[src/rtl/isqrt_seq.sv]
// Sequential digit-by-digit integer square root: one root bit per cycle,
// valid/ready on both sides, optional round-to-nearest on the root output.
module isqrt_seq #(
  parameter int IN_W  = 17,
  parameter int OUT_W = 9,
  parameter int ROUND = 0
) (
  input  logic             clk,
  input  logic             rst_n,
  input  logic             in_valid,
  output logic             in_ready,
  input  logic [IN_W-1:0]  radicand,
  output logic             out_valid,
  input  logic             out_ready,
  output logic [OUT_W-1:0] root,
  output logic [OUT_W:0]   remainder,
  output logic             busy
);

  localparam int PAD_W = 2 * OUT_W;
  localparam int REM_W = OUT_W + 2;
  localparam int CNT_W = (OUT_W > 1) ? $clog2(OUT_W) : 1;

  typedef enum logic [1:0] {IDLE, CALC, DONE} state_e;

  state_e             state_q, state_d;
  logic [PAD_W-1:0]   rad_q, rad_d;
  logic [OUT_W-1:0]   part_q, part_d;
  logic [REM_W-1:0]   rem_q, rem_d;
  logic [CNT_W-1:0]   cnt_q, cnt_d;
  logic [OUT_W-1:0]   root_q, root_d;
  logic [OUT_W:0]     rem_out_q, rem_out_d;
  logic               in_ready_q, in_ready_d;
  logic               out_valid_q, out_valid_d;
  logic               busy_q, busy_d;

  logic [REM_W-1:0]   rem_shift;
  logic [REM_W-1:0]   trial;
  logic               fits;
  logic [REM_W-1:0]   rem_next;
  logic [OUT_W-1:0]   part_next;
  logic               round_up;

  // One iteration: bring down the next radicand bit pair and trial-subtract 4r+1.
  always_comb begin
    rem_shift = REM_W'({rem_q, rad_q[PAD_W-1 -: 2]});
    trial     = REM_W'({part_q, 2'b01});
    fits      = (rem_shift >= trial);
    rem_next  = fits ? (rem_shift - trial) : rem_shift;
    part_next = (part_q << 1) | OUT_W'(fits);
    round_up  = (ROUND != 0) && (rem_next > REM_W'(part_next)) && (part_next != '1);
  end

  always_comb begin
    state_d     = state_q;
    rad_d       = rad_q;
    part_d      = part_q;
    rem_d       = rem_q;
    cnt_d       = cnt_q;
    root_d      = root_q;
    rem_out_d   = rem_out_q;
    in_ready_d  = in_ready_q;
    out_valid_d = out_valid_q;
    busy_d      = busy_q;
    case (state_q)
      IDLE: begin
        if (in_valid) begin
          rad_d      = PAD_W'(radicand);
          part_d     = '0;
          rem_d      = '0;
          cnt_d      = CNT_W'(OUT_W - 1);
          state_d    = CALC;
          in_ready_d = 1'b0;
          busy_d     = 1'b1;
        end
      end
      CALC: begin
        rad_d  = rad_q << 2;
        part_d = part_next;
        rem_d  = rem_next;
        if (cnt_q == '0) begin
          state_d     = DONE;
          out_valid_d = 1'b1;
          root_d      = round_up ? (part_next + OUT_W'(1)) : part_next;
          rem_out_d   = (OUT_W + 1)'(rem_next);
        end else begin
          cnt_d = cnt_q - CNT_W'(1);
        end
      end
      DONE: begin
        // The output handshake wins; a new radicand waits for the next IDLE edge.
        if (out_ready) begin
          state_d     = IDLE;
          out_valid_d = 1'b0;
          in_ready_d  = 1'b1;
          busy_d      = 1'b0;
        end
      end
      default: begin
        state_d     = IDLE;
        in_ready_d  = 1'b1;
        out_valid_d = 1'b0;
        busy_d      = 1'b0;
      end
    endcase
  end

  always_ff @(posedge clk or negedge rst_n) begin
    if (!rst_n) begin
      state_q     <= IDLE;
      rad_q       <= '0;
      part_q      <= '0;
      rem_q       <= '0;
      cnt_q       <= '0;
      root_q      <= '0;
      rem_out_q   <= '0;
      in_ready_q  <= 1'b1;
      out_valid_q <= 1'b0;
      busy_q      <= 1'b0;
    end else begin
      state_q     <= state_d;
      rad_q       <= rad_d;
      part_q      <= part_d;
      rem_q       <= rem_d;
      cnt_q       <= cnt_d;
      root_q      <= root_d;
      rem_out_q   <= rem_out_d;
      in_ready_q  <= in_ready_d;
      out_valid_q <= out_valid_d;
      busy_q      <= busy_d;
    end
  end

  assign in_ready  = in_ready_q;
  assign out_valid = out_valid_q;
  assign busy      = busy_q;
  assign root      = root_q;
  assign remainder = rem_out_q;

endmodule

[config.mk]
export PLATFORM = sky130hd
export DESIGN_NAME = isqrt_seq
export DESIGN_NICKNAME = d
export VERILOG_FILES = /design/src/rtl/isqrt_seq.sv
export SDC_FILE = /design/constraint.sdc
export NUM_CORES = 1
export LEC_CHECK = 0
export CORE_MARGIN = 5
export CORE_UTILIZATION = 35
export CTS_BUF_LIST = sky130_fd_sc_hd__clkbuf_16
export DETAILED_ROUTE_END_ITERATION = 12
export MAX_ROUTING_LAYER = met4
export PLACE_DENSITY = 0.55
export SETUP_SLACK_MARGIN = 0.2
export SYNTH_ARGS = -nofsm -noshare
export SYNTH_HDL_FRONTEND = slang
export SYNTH_SLANG_ARGS = --single-unit
[constraint.sdc]
create_clock -name clk -period 2.2 [get_ports clk]
set_clock_uncertainty 0.05 [all_clocks]
set_input_delay 0.44 -clock clk [delete_from_list [all_inputs] [get_ports clk]]
set_output_delay 0.44 -clock clk [all_outputs]
set_load 0.05 [all_outputs]
==> metrics.txt <==
post-synth cell types=43; Reg clk slew, reported paths=0.05 ns; actual slew at the worst max-slew pin=between 0.5 and 0.6 ns; Syn Inst Count=~330; final setup TNS=-0.0930 ns; Clock Path Buffers=2; hold crit path type=in -> async; total clock sinks=64; largest area contributor in the netlist=dfrtp_1; site row count=35; routed via count=between 2000 and 3000; total die area=around 0.011 mm2; core area=a little over 0.009 mm2; failing checks=setup timing; Crit path required time=2.39 ns; CP Launch Type=flop; die height=106 um; final worst setup slack=-0.0280 ns; Post-Syn Area=0.00320 mm2; CTS tree=yes; syn_area_per_cell=slightly below 10 um2; number of DRC markers in iteration 0=71; WS Path Type=reg -> reg; Worst-Skew Late Latency=between 0.3 and 0.4 ns; drt first pass iters=4; Post-layout nets=about 440; post-synth top area share=about half; register area=about 0.0016 mm2; Fmax=0.449 GHz; vias per inst=between 5 and 6; layout cells sized above 1=roughly 20%; RSZ-0062 raised after global routing=true; GR Overflow Total=0; die width=between 100 and 150 um; Sw Ratio=between 40% and 50%; outcome=finished, violations left; sequential-to-total area share from yosys stat=about half; PD cells=between 1500 and 2000 mW/mm2; DRC errors left=0; worst hold slack=0.0348 ns; final-report hold violation count=0; Clk network pwr share=15.5%; part of the power in registers=between 20 and 25%; Area Growth Syn to Fin=36.8%; CTS Buf Count=9; Crit Path Max Fanout=22; Final setup viols=5; FF+latch count, synth=64; Clock Root Buffer=clkbuf_16; WL/cell=14.4 um; num ports=between 40 and 50; first-pass GRT wire length=13000 um; MaxCap Viol Count=0; Int Power=4670 uW; post-detail-place hpwl=roughly 5200 um; CTS H-Tree Depth=3; area occupied by multi-input gates=~0.0016 mm2; initial antenna violation count=0; Hold Buf Count CTS=0; Final Power=8280 uW; Final Slew Violations=0; pin count of the biggest net entering global routing=44; # port buffers=42; diode count=0; Leak Pwr=roughly 0.0021 uW; Net Sw Power=approximately 3600 uW; Synth area leaders=dfrtp_1 49%, nand2_1 6.8%, o21ai_0 5.9%; worst setup path startpoint=part_q[0]$_DFFE_PN0P_; syn nets=approximately 370; ANT nets after route=0; Final GP Congestion=0.832; worst slack, placed=-0.0915 ns; fillcell total=a little under 900; initial core utilization=between 30% and 40%; period utilization=101%; combinational power share=between 50% and 60%; final worst path period need=~2.2 ns; FF-to-FF Start=part_q[0]$_DFFE_PN0P_; Critical Path AT=between 2 and 2.5 ns; Slew HR=64.2%; total track usage=between 10 and 15%; Setup crit end kind=flop; Worst VDD drop=between 0.0007 and 0.0008 V; final wirelength=7540 um; yosys warns=0; vias in the first global route=around 2700
cell families (layout without fill, tap and decap cells):
logic type,after synthesis,in the layout,synth area share (%)
multiplexers,16,16,5.04
XOR/XNOR,7,7,1.91
AND/OR/NAND/NOR,106,106,14.6
buffers and inverters,36,116,4.61
AO/OA/AOI/OAI,90,90,18.7
flip-flops,64,64,50.1
adder cells (fa/ha/maj),13,13,5.08
cells in the mapped netlist (all sizes together):
| cell type | instances |
|---|---|
| a211oi | 3 |
| xnor2 | 6 |
| dfstp | 1 |
| o31ai | 10 |
| o221a | 1 |
| mux2i | 15 |
| o311ai | 1 |
| a31o | 2 |
| nand4 | 2 |
| or3 | 4 |
| a21o | 2 |
| a21oi | 5 |
| or2 | 1 |
| nor3 | 6 |
| nor2 | 17 |
| nand2b | 6 |
| nor4 | 4 |
| a2bb2oi | 1 |
| o2111ai | 1 |
| o21bai | 1 |
| inv | 16 |
| o211ai | 7 |
| buf | 6 |
| nand2 | 58 |
| nand3 | 5 |
| clkbuf | 14 |
| o21ai | 39 |
| nor2b | 3 |
| dfrtp | 63 |
| mux2 | 1 |
| o2111a | 1 |
| ha | 13 |
| o21a | 4 |
| o22ai | 2 |
| o22a | 2 |
| a22o | 4 |
| xor2 | 1 |
| a31oi | 1 |
| a221o | 3 |
per-stage QoR:
| step | utilization (%) | area (um2) | cells |
|---|---|---|---|
| 3_5_place_dp | 44.4 | 4030 | 502 |
| 2_1_floorplan | - | 3260 | 332 |
| 3_3_place_gp | 44.4 | 4030 | 502 |
| 4_1_cts | 47.6 | 4320 | 522 |
| 6_report | 48.3 | 4380 | 523 |
| 5_1_grt | 48.3 | 4380 | 523 |
final cells by class:
cell class | instances | share of cell area [%]
Clock inverter | 7 | 0.914
Inverter | 16 | 1.37
Sequential cell | 64 | 36.6
Timing Repair Buffer | 84 | 17.3
Multi-Input combinational cell | 232 | 35.5
Clock buffer | 9 | 5.14
Tap cell | 111 | 3.17
routing by layer:
metal  wire length (um)  GRT usage (%)  up-vias
met4                160           5.55        0
met2               3460           23.3       47
met1               3600           18.7     1242
met3                316           3.98       18
li1                   -              -     1325
met5                  0              -        -
cells in the final DEF, fill, tap and decap left out, types with 7 or more instances in the layout:
| cell | n |
|---|---|
| mux2i_1 | 15 |
| clkbuf_16 | 9 |
| inv_1 | 15 |
| o31ai_1 | 9 |
| dlymetal6s2s_1 | 9 |
| buf_4 | 41 |
| clkdlybuf4s50_1 | 24 |
| nand2_1 | 58 |
| nor2_1 | 17 |
| dlygate4sd2_1 | 7 |
| ha_1 | 9 |
| o21ai_0 | 36 |
| o211ai_1 | 7 |
| dfrtp_1 | 62 |
flip-flops by register name, indices dropped and copies added, names as in the netlist:
| signal | flops |
|---|---|
| busy | 1 |
| rad_q | 18 |
| in_ready | 1 |
| cnt_q | 4 |
| remainder | 10 |
| rem_q | 9 |
| out_valid | 1 |
| root | 9 |
| state_q | 2 |
| part_q | 9 |
power groups by stage:
stage               clock, uW  combinational, uW  sequential, uW
floorplan                   0               2670            2620
global placement            0               4710            2070
detailed placement          0               4770            2080
CTS                      1320               4890            2060
global route             1380               5440            2130
finish                   1280               4940            2050
path summary, 6_finish.rpt:
check                                            to  slack (ns)  depth (start not counted)
min reg2reg                     root[2]$_DFFE_PN0P_        0.42                          2
max in group asynchronous      in_ready$_DFFE_PN1P_        1.40                          2
max                        remainder[4]$_DFFE_PN0P_       -0.03                          9
max reg2reg                remainder[4]$_DFFE_PN0P_       -0.03                          9
min                             root[6]$_DFFE_PN0P_        0.03                          1
min in group clk                root[2]$_DFFE_PN0P_        0.42                          2
worst max-delay path, cell delays in order (launching register included):
cell and delay (ns):
dfrtp_1 0.38, inv_2 0.08, ha_4 0.20, o211ai_1 0.15, o21ai_1 0.10, o2111a_1 0.27, o221a_4 0.22, buf_4 0.22
o22a_1 0.24, o31ai_1 0.22
what timing repair did:
action,4_1_cts,5_1_grt
buffers inserted,3,1
gates cloned,1,0
resized for setup,12,18
endpoints found under the setup margin,28,30
pin swaps,4,1
Power figures use the tool's default switching activity.
